===== config.mk =====
export PLATFORM = sky130hd
export DESIGN_NAME = cpu_mmio
export DESIGN_NICKNAME = d
export VERILOG_FILES = /design/src/rtl/cpu_mmio_pkg.sv /design/src/rtl/cpu_mmio_uart_tx.sv /design/src/rtl/cpu_mmio.sv
export SDC_FILE = /design/constraint.sdc
export NUM_CORES = 1
export LEC_CHECK = 0
export ABC_CLOCK_PERIOD_IN_PS = 6700
export CORE_MARGIN = 2
export CORE_UTILIZATION = 40
export DETAILED_ROUTE_END_ITERATION = 16
export HOLD_SLACK_MARGIN = 0.05
export PLACE_DENSITY = 0.75
export SYNTH_ARGS = -nofsm -noshare
export SYNTH_HDL_FRONTEND = slang
export SYNTH_SLANG_ARGS = --single-unit

===== constraint.sdc =====
create_clock -name clk -period 6.7 [get_ports clk]
set_input_delay 0.67 -clock clk [delete_from_list [all_inputs] [get_ports clk]]
set_output_delay 0.67 -clock clk [all_outputs]
set_load 0.005 [all_outputs]

===== src/rtl/cpu_mmio_pkg.sv =====
`default_nettype none
// ============================================================================
// Module  : cpu_mmio_pkg
// Purpose : Shared IO map, status bit positions and UART FSM states.
// Revision: 1.0
// ============================================================================
package cpu_mmio_pkg;

    localparam logic [15:0] IO_BASE = 16'hF000;

    localparam logic [2:0] OFF_LED         = 3'd0;
    localparam logic [2:0] OFF_CYCLES      = 3'd1;
    localparam logic [2:0] OFF_UART_DATA   = 3'd2;
    localparam logic [2:0] OFF_UART_STATUS = 3'd3;

    localparam int ST_FULL  = 0;
    localparam int ST_EMPTY = 1;
    localparam int ST_BUSY  = 2;
    localparam int ST_OVF   = 3;

    typedef enum logic [1:0] {
        TX_IDLE  = 2'd0,
        TX_START = 2'd1,
        TX_DATA  = 2'd2,
        TX_STOP  = 2'd3
    } tx_state_e;

    function automatic logic is_io(input logic [15:0] addr);
        return addr >= IO_BASE;
    endfunction

endpackage
`default_nettype wire


===== src/rtl/cpu_mmio_uart_tx.sv =====
`default_nettype none
// ============================================================================
// Module  : uart_tx
// Purpose : Transmit FIFO feeding an 8N1 serializer; LSB first, idle high.
// Revision: 1.0
// ============================================================================
module uart_tx
    import cpu_mmio_pkg::*;
#(
    parameter int BAUD_DIV   = 16,
    parameter int FIFO_DEPTH = 4
) (
    input  logic       clk,
    input  logic       reset,
    input  logic       push_i,
    input  logic [7:0] data_i,
    output logic       full_o,
    output logic       empty_o,
    output logic       busy_o,
    output logic       tx_o
);

    localparam int PTR_W = $clog2(FIFO_DEPTH);
    localparam int CNT_W = (BAUD_DIV > 2) ? $clog2(BAUD_DIV) : 1;
    localparam logic [CNT_W-1:0] BAUD_LAST = CNT_W'(BAUD_DIV - 1);

    logic [7:0]       mem_q [FIFO_DEPTH];
    logic [PTR_W-1:0] wr_ptr_q, wr_ptr_d;
    logic [PTR_W-1:0] rd_ptr_q, rd_ptr_d;
    logic [PTR_W:0]   count_q, count_d;

    tx_state_e        state_q;
    logic [CNT_W-1:0] baud_cnt_q;
    logic [2:0]       bit_idx_q;
    logic [7:0]       shift_q;
    logic             tx_q;

    logic push_ok;
    logic pop;
    logic baud_end;

    // Full/empty come from the registered count, so a same-cycle pop never
    // makes room for a push, and a fresh push is only visible next cycle.
    assign full_o   = (count_q == (PTR_W+1)'(FIFO_DEPTH));
    assign empty_o  = (count_q == '0);
    assign push_ok  = push_i && !full_o;
    assign baud_end = (baud_cnt_q == BAUD_LAST);
    assign pop      = !empty_o &&
                      ((state_q == TX_IDLE) || ((state_q == TX_STOP) && baud_end));
    assign busy_o   = (state_q != TX_IDLE);
    assign tx_o     = tx_q;

    always_comb begin
        wr_ptr_d = wr_ptr_q;
        rd_ptr_d = rd_ptr_q;
        if (push_ok) wr_ptr_d = wr_ptr_q + PTR_W'(1);
        if (pop)     rd_ptr_d = rd_ptr_q + PTR_W'(1);
        count_d = count_q + (PTR_W+1)'(push_ok) - (PTR_W+1)'(pop);
    end

    always_ff @(posedge clk) begin
        if (reset) begin
            wr_ptr_q <= '0;
            rd_ptr_q <= '0;
            count_q  <= '0;
        end else begin
            wr_ptr_q <= wr_ptr_d;
            rd_ptr_q <= rd_ptr_d;
            count_q  <= count_d;
        end
    end

    always_ff @(posedge clk) begin
        if (push_ok) mem_q[wr_ptr_q] <= data_i;
    end

    always_ff @(posedge clk) begin
        if (reset) begin
            state_q    <= TX_IDLE;
            baud_cnt_q <= '0;
            bit_idx_q  <= '0;
            shift_q    <= '0;
            tx_q       <= 1'b1;
        end else begin
            case (state_q)
                TX_IDLE: begin
                    if (pop) begin
                        state_q    <= TX_START;
                        baud_cnt_q <= '0;
                        shift_q    <= mem_q[rd_ptr_q];
                        tx_q       <= 1'b0;
                    end
                end
                TX_START: begin
                    if (baud_end) begin
                        state_q    <= TX_DATA;
                        baud_cnt_q <= '0;
                        bit_idx_q  <= '0;
                        tx_q       <= shift_q[0];
                    end else begin
                        baud_cnt_q <= baud_cnt_q + CNT_W'(1);
                    end
                end
                TX_DATA: begin
                    if (baud_end) begin
                        baud_cnt_q <= '0;
                        if (bit_idx_q == 3'd7) begin
                            state_q <= TX_STOP;
                            tx_q    <= 1'b1;
                        end else begin
                            bit_idx_q <= bit_idx_q + 3'd1;
                            shift_q   <= {1'b0, shift_q[7:1]};
                            tx_q      <= shift_q[1];
                        end
                    end else begin
                        baud_cnt_q <= baud_cnt_q + CNT_W'(1);
                    end
                end
                TX_STOP: begin
                    if (baud_end) begin
                        baud_cnt_q <= '0;
                        if (pop) begin
                            state_q <= TX_START;
                            shift_q <= mem_q[rd_ptr_q];
                            tx_q    <= 1'b0;
                        end else begin
                            state_q <= TX_IDLE;
                        end
                    end else begin
                        baud_cnt_q <= baud_cnt_q + CNT_W'(1);
                    end
                end
                default: begin
                    state_q <= TX_IDLE;
                    tx_q    <= 1'b1;
                end
            endcase
        end
    end

endmodule
`default_nettype wire


===== src/rtl/cpu_mmio.sv =====
`default_nettype none
// ============================================================================
// Module  : cpu_mmio
// Purpose : CPU bus splitter: RAM below 0xF000, LED/cycle counter/UART above.
// Revision: 1.0
// ============================================================================
module cpu_mmio
    import cpu_mmio_pkg::*;
#(
    parameter int BAUD_DIV   = 16,
    parameter int FIFO_DEPTH = 4
) (
    input  logic        clk,
    input  logic        reset,
    input  logic [15:0] cpu_raddr_i,
    input  logic        cpu_rd_i,
    output logic [15:0] cpu_rdata_o,
    input  logic [15:0] cpu_waddr_i,
    input  logic [15:0] cpu_wdata_i,
    input  logic        cpu_wr_i,
    output logic [15:0] ram_raddr_o,
    input  logic [15:0] ram_rdata_i,
    output logic [15:0] ram_waddr_o,
    output logic [15:0] ram_wdata_o,
    output logic        ram_wr_o,
    output logic [15:0] led_o,
    output logic        uart_tx_o
);

    logic [15:0] led_q, led_d;
    logic [15:0] cycles_q, cycles_d;
    logic        ovf_q, ovf_d;
    logic        io_sel_q, io_sel_d;
    logic [15:0] io_rdata_q, io_rdata_d;

    logic        wr_en;
    logic        wr_io;
    logic [2:0]  woff;
    logic [2:0]  roff;
    logic        uart_push;
    logic        uart_full;
    logic        uart_empty;
    logic        uart_busy;
    logic [15:0] status;
    logic [15:0] io_mux;

    assign wr_en = cpu_wr_i && !reset;
    assign wr_io = wr_en && is_io(cpu_waddr_i);
    assign woff  = cpu_waddr_i[2:0];
    assign roff  = cpu_raddr_i[2:0];

    assign ram_raddr_o = cpu_raddr_i;
    assign ram_waddr_o = cpu_waddr_i;
    assign ram_wdata_o = cpu_wdata_i;
    assign ram_wr_o    = wr_en && !is_io(cpu_waddr_i);

    assign uart_push = wr_io && (woff == OFF_UART_DATA);

    uart_tx #(
        .BAUD_DIV   (BAUD_DIV),
        .FIFO_DEPTH (FIFO_DEPTH)
    ) u_uart_tx (
        .clk     (clk),
        .reset   (reset),
        .push_i  (uart_push),
        .data_i  (cpu_wdata_i[7:0]),
        .full_o  (uart_full),
        .empty_o (uart_empty),
        .busy_o  (uart_busy),
        .tx_o    (uart_tx_o)
    );

    always_comb begin
        status           = '0;
        status[ST_FULL]  = uart_full;
        status[ST_EMPTY] = uart_empty;
        status[ST_BUSY]  = uart_busy;
        status[ST_OVF]   = ovf_q;
    end

    // Sampled from current register values, so a same-cycle write is not seen.
    always_comb begin
        io_mux = '0;
        case (roff)
            OFF_LED:         io_mux = led_q;
            OFF_CYCLES:      io_mux = cycles_q;
            OFF_UART_STATUS: io_mux = status;
            default:         io_mux = '0;
        endcase
    end

    always_comb begin
        led_d      = led_q;
        cycles_d   = cycles_q + 16'd1;
        ovf_d      = ovf_q;
        io_sel_d   = io_sel_q;
        io_rdata_d = io_rdata_q;

        if (wr_io && (woff == OFF_LED)) led_d = cpu_wdata_i;

        if (wr_io && (woff == OFF_UART_STATUS)) ovf_d = 1'b0;
        else if (uart_push && uart_full)        ovf_d = 1'b1;

        if (cpu_rd_i) begin
            io_sel_d   = is_io(cpu_raddr_i);
            io_rdata_d = io_mux;
        end
    end

    always_ff @(posedge clk) begin
        if (reset) begin
            led_q      <= '0;
            cycles_q   <= '0;
            ovf_q      <= 1'b0;
            io_sel_q   <= 1'b0;
            io_rdata_q <= '0;
        end else begin
            led_q      <= led_d;
            cycles_q   <= cycles_d;
            ovf_q      <= ovf_d;
            io_sel_q   <= io_sel_d;
            io_rdata_q <= io_rdata_d;
        end
    end

    assign led_o       = led_q;
    assign cpu_rdata_o = io_sel_q ? io_rdata_q : ram_rdata_i;

endmodule
`default_nettype wire


# ---- Word-level counts from Yosys, hierarchy flattened
# Memory sizes are Yosys's and may differ from the RTL's. A register that Yosys moved wholly into a read port is not among the register bits.
# Cells that the tools add are included.
dict set report classes {
  add_sub_neg 7
  order_cmp 2
  eq_ne 16
  muxes 31
  reduce_logical 28
}
# cell n
set op_table {}
lappend op_table {{16-bit case mux with 3 select lines} 1}
lappend op_table {{16-bit >= comparator, second input constant} 2}
lappend op_table {{8-bit 2-to-1 mux} 4}
lappend op_table {{8-bit case mux with 3 select lines} 1}
lappend op_table {{16-bit by 1-bit adder with 16-bit output, second input constant} 1}
lappend op_table {{16-bit 2-to-1 mux} 1}
lappend op_table {{2-bit 2-to-1 mux} 7}
lappend op_table {{1-bit logical AND} 10}
lappend op_table {{2-bit by 1-bit inequality test with 1-bit output, second input constant} 5}
lappend op_table {{3-bit by 2-bit == test with 1-bit output, second input constant} 3}
lappend op_table {{3-bit zero test} 3}
lappend op_table {{3-bit 2-to-1 mux} 3}
lappend op_table {{1-bit 2-to-1 mux} 8}
lappend op_table {{4-bit 2-to-1 mux} 2}
lappend op_table {{2-bit case mux with 4 select lines} 1}
lappend op_table {{4-bit case mux with 2 select lines} 1}
lappend op_table {{4-bit AND reduction} 2}
lappend op_table {{3-bit == test, second input constant} 2}
lappend op_table {{3-bit case mux with 2 select lines} 1}
lappend op_table {{5-bit AND reduction} 1}
lappend op_table {{2-bit by 1-bit adder with 2-bit output, second input constant} 2}
lappend op_table {{4-bit by 1-bit adder with 4-bit output, second input constant} 1}
lappend op_table {{2-bit == test, second input constant} 2}
lappend op_table {{4-bit == test, second input constant} 1}
lappend op_table {{other kinds (15)} 19}
dict set report word_totals {
  regBits 75
  mem_bits_rw 32
  out_inout_bits 82
  mem_count 1
}
# memory words width rd rd_clocked_by_memory_dff write_ports line_no
set memory_table {}
lappend memory_table {u_uart_tx.mem_q 4 8 1 1 1 cpu_mmio_uart_tx.sv:27} ;# logic [7:0] mem_q [FIFO_DEPTH];

# ---- Depth between registers and ports, before layout
# Gate-level depths: netlist of the first run.
dict set report logic_depth {
  depth_word 7
  depth_mapped 11
  mapped_depth_nobuf 11
}

# ---- Cells and area by module
# Synthesis of the first run repeated with hierarchy kept, for this count alone.
dict set report hier_totals {
  hier_cells 522
  area_unflattened_um2 5462.7
}
# mod n_inst cells_per_inst area_each_um2 seq_area_each_um2
set by_module_without_submodules {}
lappend by_module_without_submodules {uart_tx 1 233 2783.9 1501.4}
lappend by_module_without_submodules {cpu_mmio 1 289 2678.8 1001.0}

# ---- Least setup slack after synthesis of the first run
# Ideal clock, no wire load.
dict set report synth_path {
  path_kind {input -> register}
  from {input reset}
  to {register u_uart_tx.count_q[1]}
  setup_time_ns 0.127
  t_arrival_ns 2.425
  slack_ns 4.147
  stages 7
  n_path_buf 1
  path_cell_list {buf_6 -> or3b_4 -> nor3_1 -> and2_1 -> ha_1 -> fa_1 -> nor2b_1}
}
dict set report synth_between {
  elab_chain_len 7
}
# item line_no
set synth_rtl {}
lappend synth_rtl {{start, declared} cpu_mmio.sv:14} ;# input logic reset,
lappend synth_rtl {{1-bit zero test} cpu_mmio.sv:47} ;# assign wr_en = cpu_wr_i && !reset;
lappend synth_rtl {{1-bit logical AND} cpu_mmio.sv:47}
lappend synth_rtl {{1-bit logical AND} cpu_mmio.sv:48} ;# assign wr_io = wr_en && is_io(cpu_waddr_i);
lappend synth_rtl {{1-bit logical AND} cpu_mmio.sv:57} ;# assign uart_push = wr_io && (woff == OFF_UART_DATA);
lappend synth_rtl {{1-bit logical AND} cpu_mmio_uart_tx.sv:46} ;# assign push_ok = push_i && !full_o;
lappend synth_rtl {{via u_uart_tx.push_ok} cpu_mmio_uart_tx.sv:38} ;# logic push_ok;
lappend synth_rtl {{3-bit by 1-bit adder with 3-bit output} cpu_mmio_uart_tx.sv:58} ;# count_d = count_q + (PTR_W+1)'(push_ok) - (PTR_W+1)'(pop);
lappend synth_rtl {{3-bit by 1-bit subtractor with 3-bit output} cpu_mmio_uart_tx.sv:58}
lappend synth_rtl {{via u_uart_tx.count_d[1]} cpu_mmio_uart_tx.sv:30} ;# logic [PTR_W:0] count_q, count_d;
lappend synth_rtl {{end signal, assigned} cpu_mmio_uart_tx.sv:69} ;# count_q <= count_d;
lappend synth_rtl {{end, declared} cpu_mmio_uart_tx.sv:30}
# The timed path passes the listed nets, and every way through them passes these cells.
# A chain may end at the register's enable or synchronous reset.

# ---- Worst setup path after layout of the first run
dict set report layout_path {
  from {input reset}
  to {output ram_wr_o}
}
dict set report layout_between {
  elab_chain_len 3
}
# item line_no
set layout_rtl {}
lappend layout_rtl {{1-bit zero test} cpu_mmio.sv:47}
lappend layout_rtl {{1-bit logical AND} cpu_mmio.sv:47}
lappend layout_rtl {{1-bit logical AND} cpu_mmio.sv:55} ;# assign ram_wr_o = wr_en && !is_io(cpu_waddr_i);
lappend layout_rtl {{end, declared} cpu_mmio.sv:25} ;# output logic ram_wr_o,
# No other way between the ends.

==> summary.md, run 1 <==
| Metric | Value |
|---|---|
| Top_reg_cell synth | dfxtp_1 |
| Hold Crit Depth | 2 |
| CTS Root Cell | clkbuf_16 |
| P_leak | 2.34 nW |
| Post-Route Setup TNS | 0 ns |
| Initial Utilization | 40.6% |
| Post-CTS Setup Bufs | 0 |
| CTS Buffer Depth | 2 |
| Worst EP required | 6.03 ns |
| Flops & latches, synth | 109 |
| Num rows | 42 |
| Share of layout cells above drive strength 1 | 12.5% |
| Post-cts resize count | 0 |
| Initial DRT Pass Iterations | 6 |
| Max FO, Critical Path | 73 |
| Number of port buffers | 113 |
| CTS tree | done |
| Fmax | 0.323 GHz |
| TritonCTS Sinks | 109 |
| WS Path Type | in -> out |
| Post-synth ARST share | 0% |
| Worst EP arrival | 2.42 ns |
| Area leader, netlist | dfxtp_1 |
| N_diodes | 0 |
| Post-synth top cells | dfxtp_1 (77), nor2_1 (55), buf_4 (49) |
| CTS buffer count | 9 |
| Largest cells by area after synthesis | dfxtp_1 (29%), edfxtp_1 (18%), mux2_2 (6.9%) |
| Top-count cell post-synth | dfxtp_1 |
| # DRC | 0 |
| Post-synth cell types | 54 |
| Final Critical Period | 3.09 ns |
| Worst-skew pair later-pin latency | 0.34 ns |
| CP endpoint kind | output port |
| Avg Inst Size Synth | 10.7 um^2 |
| Startpoint type of the worst setup path | input port |
| Hold-fix buffers, CTS | 0 |
| Worst rel slew slack | 30.8% |
| H-tree depth | 3 |
| Total core area | 13,200 um^2 |
| Final wirelength | 11.1 mm |
| GRT overflow | 0 |
| Max-cap viol count | 0 |
| Drt initial violations | 306 |
| Gpl congestion | 0.790 |
| Finish-stage setup viols | 0 |
| Tot GR Track Use | 15.7% |
| RSZ-0062 raised after global routing | false |
| Ratio of final minimum period to clock period | 46.1% |
| First-pass GRT wire length | 18.3 mm |
| Final hold viol count | 0 |
| Via density | 5.16 |
| Antenna Nets Post-Route | 0 |
| Slew @ Worst Pin | 1.04 ns |
| EDFF count, synth | 32 |
| Hold/Removal Path Class | reg -> reg |
| Max-slew violations | 0 |
| Detailed placer's ending HPWL | 8.19 mm |
| I/O pin count | 150 |
| VDD IR max | 0.156 mV |
| Area Overhead vs Synth | 22.3% |
| Syn_nets | 586 |
| Die Area | 14,300 um^2 |
| Hold_ws | 0.479 ns |
| Net count, final | 638 |
| Initial antenna violation count | 0 |
| Final setup skew | 0.00923 ns |
| Wire per inst | 15.2 um |
| Maximum number of pins on one net before global-route repair | 74 |
| Die X | 120 um |
| Reg2reg path depth | 6 |
| Top cell type's share of synthesized area | 28.8% |
| Vias in the first global route | 3,812 |
| Outcome | complete, no violations |
| PwrDens | 270 nW/um^2 |
| Vias | 3,791 |
| Synth warn | 0 |
| Clock slew at reported path FFs | 0.07 ns |
| Chip height | 120 um |
| Register area share after synthesis | 46.7% |
| Syn Inst Count | 501 |
| Synthesized area | 5360 um^2 |
==> report_power, final <==
part | switching (mW) | internal [mW]
Clock | 0.251 | 0.282
Sequential | 0.0490 | 0.724
Combinational | 0.230 | 0.237
Total | 0.530 | 1.24
==> metal layers <==
layer | vias up | share of wire (%) | track usage (%)
met3 | 22 | 4.9 | 3.85
met2 | 101 | 51 | 28.0
li1 | 1864 | - | -
met1 | 1804 | 43 | 19.0
met4 | 0 | 1.4 | 3.68
met5 | - | 0 | 0
==> per-stage QoR <==
step,instances,utilization [%],instance area (um^2),worst slack (ns),total power [mW]
global route,734,49.7,6560,3.49,1.86
CTS,734,49.7,6560,3.63,1.78
global placement,718,47.3,6240,3.58,1.23
finish,734,49.7,6560,3.61,1.77
floorplan,501,-,5360,4.15,1.13
detailed placement,718,47.3,6240,3.49,1.25
==> cells in the final DEF (no fill, tap or decap), types with 2 or more instances in the layout <==
cell             count
clkdlybuf4s50_1    112
dfxtp_1             77
nor2_1              55
mux2_2              33
edfxtp_1            32
mux2i_1             24
a21oi_1             23
o21ai_0             19
inv_1               16
ha_1                16
a22oi_1             14
nand2_1             11
nand3_1              9
clkbuf_16            9
mux4_2               8
or3_1                7
nor2b_1              7
xnor2_1              7
o311a_1              7
nor3_1               6
and3_1               6
nand4_1              5
nand2b_1             4
inv_6                4
nor3b_1              3
buf_4                3
and2_1               2
nor4b_1              2
nor4_1               2
a21o_1               2
o31ai_1              2
xor2_1               2
a31o_2               2
or3b_2               2
a32oi_1              2
a222oi_1             2
clkinv_8             2
==> path summary, 6_finish.rpt <==
| path | from | endpoint | slack [ns] |
|---|---|---|---|
| min reg2reg | io_rdata_q[2] | io_rdata_q[2] | 0.48 |
| max reg2reg | u_uart_tx.state_q[0] | u_uart_tx.shift_q[4] | 3.82 |
| max | reset | ram_wr_o | 3.61 |
| min | io_rdata_q[2] | io_rdata_q[2] | 0.48 |
==> final cells by class <==
| class | count | area [um^2] |
|---|---|---|
| timing repair buffer | 116 | 1150 |
| multi-input combinational | 301 | 2310 |
| clock inverter | 7 | 85.1 |
| fill | 1148 | 6640 |
| inverter | 16 | 60.1 |
| sequential | 109 | 2500 |
| tap | 176 | 220 |
| clock buffer | 9 | 225 |
==> cells by family after synthesis <==
kind of cell | synth area share [%]
buffers and inverters | 10.2
flip-flops | 46.7
multiplexers | 14.8
XOR/XNOR | 1.47
adder cells (fa/ha/maj) | 4.11
AND/OR/NAND/NOR | 12.5
AO/OA/AOI/OAI | 10.3
==> flip-flops by register name, indices dropped and copies added, names as in the netlist, named ones only <==
name and flops:
u_uart_tx.tx_o 1, u_uart_tx.wr_ptr_q 2, u_uart_tx.mem_q 32, u_uart_tx.count_q 3, u_uart_tx.state_q 2, io_sel_q 1
u_uart_tx.bit_idx_q 3, led_o 16, ovf_q 1, cycles_q 16, u_uart_tx.baud_cnt_q 4, u_uart_tx.shift_q 8
io_rdata_q 16, u_uart_tx.rd_ptr_q 2
==> worst max-delay path, stage by stage <==
cell and delay [ns]:
buf_2 0.08, buf_4 0.56, inv_1 0.37, and3_1 0.27, clkdlybuf4s50_1 0.43
Power figures use the tool's default switching activity.
==> run 2, diff against run 1 <==
ABC_CLOCK_PERIOD_IN_PS = 2600   (was 6700)
PLACE_DENSITY = 0.77   (was 0.75)
clock period = 2.6 ns   (was 6.7 ns; I/O delays follow)
==> summary.md, run 2 (synthesis results as in run 1) <==
| Metric | Value |
|---|---|
| Final wirelength | 11.6 mm (+4.7%) |
| Net Sw Frac | 29.4% (-0.47 points) |
| Reg power frac | 43.2% (-0.4 points) |
| Hold-fix buffers, CTS | 0 (unchanged) |
| Number of port buffers | 113 (unchanged) |
| CTS Root Cell | clkbuf_16 |
| Via density | 5.16 (-0.18%) |
| WS Path Type | reg -> reg |
| P_int | 3.25 mW (+160%) |
| Drt initial violations | 346 (+13%) |
| Final Critical Period | 2.32 ns |
| Wire per inst | 15.6 um (+3.0%) |
| Total core area | 13,200 um^2 (unchanged) |
| VDD IR max | 0.333 mV (+110%) |
| Final cell count without fillers | 746 (+1.6%) |
| Placed Instances | 730 (+1.7%) |
| Cell Chain, Critical Path | ha_1, nand4_1, a21oi_1, ha_1, inv_1, ha_1, fa_1, xnor2_1, xnor2_1, nor2_1 |
| Combinational share of power | 27.3% (+1.0 points) |
| CTS buffer count | 9 (unchanged) |
| Worst rel slew slack | 50.9% (+20 points) |
| Slew @ Worst Pin | 0.736 ns (-0.300 ns) |
| P_leak | 2.39 nW (+2.4%) |
| Num rows | 42 (unchanged) |
| Post-layout util | 50.3% (+0.58 points) |
| Post-cts resize count | 0 (unchanged) |
| Net count, final | 650 (+1.9%) |
| Post-CTS Setup Bufs | 0 (unchanged) |
| H-tree depth | 3 (unchanged) |
| RSZ-0062 raised after global routing | false |
| CP endpoint kind | flop |
| Ratio of final minimum period to clock period | 89.4% |
| Critical Path Source | u_uart_tx.state_q[0] |
| Maximum number of pins on one net before global-route repair | 72 (-2.7%) |
| Most frequent cells in the layout | clkdlybuf4s50_1 (112), dfxtp_1 (77), nor2_1 (55) |
| Final WS setup | 0.276 ns (-3.33 ns) |
| Max-cap viol count | 0 (unchanged) |
| Fmax | 0.430 GHz |
| Outcome | complete, no violations |
| Area Overhead vs Synth | 23.7% |
| Finish-stage setup viols | 0 (unchanged) |
| Initial Utilization | 40.6% (unchanged) |
| Finished layout cell area | 6630 um^2 (+1.2%) |
| WP buf/inv | 1 (-3) |
| Flip-flop count of the largest register after layout | 32 (unchanged) |
| Worst-skew pair later-pin latency | 0.35 ns (about the same) |
| Vias | 3,846 (+1.5%) |
| N_diodes | 0 (unchanged) |
| Post-Place Setup Slack | 0.185 ns (-3.30 ns) |
| Die X | 120 um (unchanged) |
| PwrDens | 695 nW/um^2 (+160%) |
| Placed Area | 6330 um^2 (+1.4%) |
| Worst EP arrival | 2.54 ns (+0.12 ns) |
| Tot Pwr | 4.61 mW (+160%) |
| Detailed placer's ending HPWL | 8.55 mm (+4.5%) |
| GRT overflow | 0 (unchanged) |
| Initial DRT Pass Iterations | 4 (-2) |
| Post-Route Setup TNS | 0 ns (unchanged) |
| Hold_ws | 0.471 ns (-0.00792 ns) |
| Startpoint type of the worst setup path | flop |
| Crit-path max cell delay | 0.42 ns (-0.14 ns) |
| CTS Buffer Depth | 2 (unchanged) |
| # DRC | 0 (unchanged) |
| First-pass GRT wire length | 19.4 mm (+5.8%) |
| Chip height | 120 um (unchanged) |
| Crit-path leading delay family | adder cells |
| TritonCTS Sinks | 109 (unchanged) |
| Cell mode on critical path | ha_1 |
| FILL cells | 1,196 (+4.2%) |
| Initial antenna violation count | 0 (unchanged) |
| Psw | 1.36 mW (+160%) |
| I/O pin count | 150 (unchanged) |
| Gpl congestion | 0.858 (+8.6%) |
| Hold/Removal Path Class | in -> reg |
| Worst Hold Launch | reset |
| CTS tree | done |
| Commonest non-fill, non-tap cell in the layout | clkdlybuf4s50_1 |
| Die Area | 14,300 um^2 (unchanged) |
| CP max-delay cell | dfxtp_1 |
| Vias in the first global route | 3,970 (+4.1%) |
| Largest Register | u_uart_tx.mem_q |
| Clock slew at reported path FFs | 0.07 ns (about the same) |
| Antenna Nets Post-Route | 0 (unchanged) |
| Start of the worst register-to-register path | u_uart_tx.state_q[0] |
| Final hold viol count | 0 (unchanged) |
| Max-slew violations | 0 (unchanged) |
| Final setup skew | 0.0104 ns (+0.00118 ns) |
| Max FO, Critical Path | 5 (-93%) |
| Worst EP required | 2.81 ns (-3.22 ns) |
| Clock share of power | 29.5% (-0.6 points) |
| Tot GR Track Use | 16.7% (+1.0 points) |
| Share of layout cells above drive strength 1 | 14.4% (+1.8 points) |
-- run 2: cell types whose count changed in the layout (fill, tap and decap cells not counted) --
| cell | previous run | this run |
|---|---|---|
| buf_4 | 3 | 15 |
| clkinv_8 | 2 | 0 |
| inv_4 | 0 | 2 |
| inv_6 | 4 | 2 |
| bufinv_8 | 1 | 0 |
| clkbuf_16 | 9 | 10 |
| clkinv_2 | 0 | 1 |
| inv_8 | 0 | 1 |
-- run 2: per-layer routing --
layer | GRT usage (%) | up-vias | share of wire, %
met1 | 20.3 | 1845 | 42
met3 | 4.75 | 8 | 5.3
met5 | 0 | - | 0
met2 | 29.6 | 96 | 52
li1 | - | 1897 | -
met4 | 3.24 | 0 | 0.83
-- run 2: worst register-to-register path, stage by stage (launching register included) --
cell     delay, ns
dfxtp_1       0.42
ha_1          0.25
nand4_1       0.19
a21oi_1       0.24
ha_1          0.16
inv_1         0.04
ha_1          0.18
fa_1          0.37
xnor2_1       0.17
xnor2_1       0.13
nor2_1        0.05
-- run 2: worst paths after layout --
path | depth (start not counted) | slack (ns) | endpoint
worst min-delay path | 3 | 0.47 | u_uart_tx.shift_q[5]
worst min register to register | 1 | 0.48 | cycles_q[0]
worst max-delay path | 10 | 0.28 | u_uart_tx.count_q[2]
worst max register to register | 10 | 0.28 | u_uart_tx.count_q[2]
-- run 2: cell type report --
type	instances	area, um^2	area share, %
clock buffers	10	250	3.77
well taps	176	220	3.32
inverters	16	60.1	0.906
repair buffers	128	1240	18.7
flip-flops and latches	109	2500	37.7
multi-input cells	301	2310	34.9
clock inverters	6	46.3	0.698
-- run 2: power groups by stage --
| stage | combinational (mW) | clock [mW] | sequential (mW) |
|---|---|---|---|
| 2_1_floorplan | 0.934 | 0 | 1.97 |
| 3_3_place_gp | 1.21 | 0 | 2.02 |
| 3_5_place_dp | 1.25 | 0 | 2.03 |
| 4_1_cts | 1.26 | 1.39 | 1.99 |
| 5_1_grt | 1.39 | 1.45 | 2.01 |
| 6_report | 1.26 | 1.36 | 1.99 |
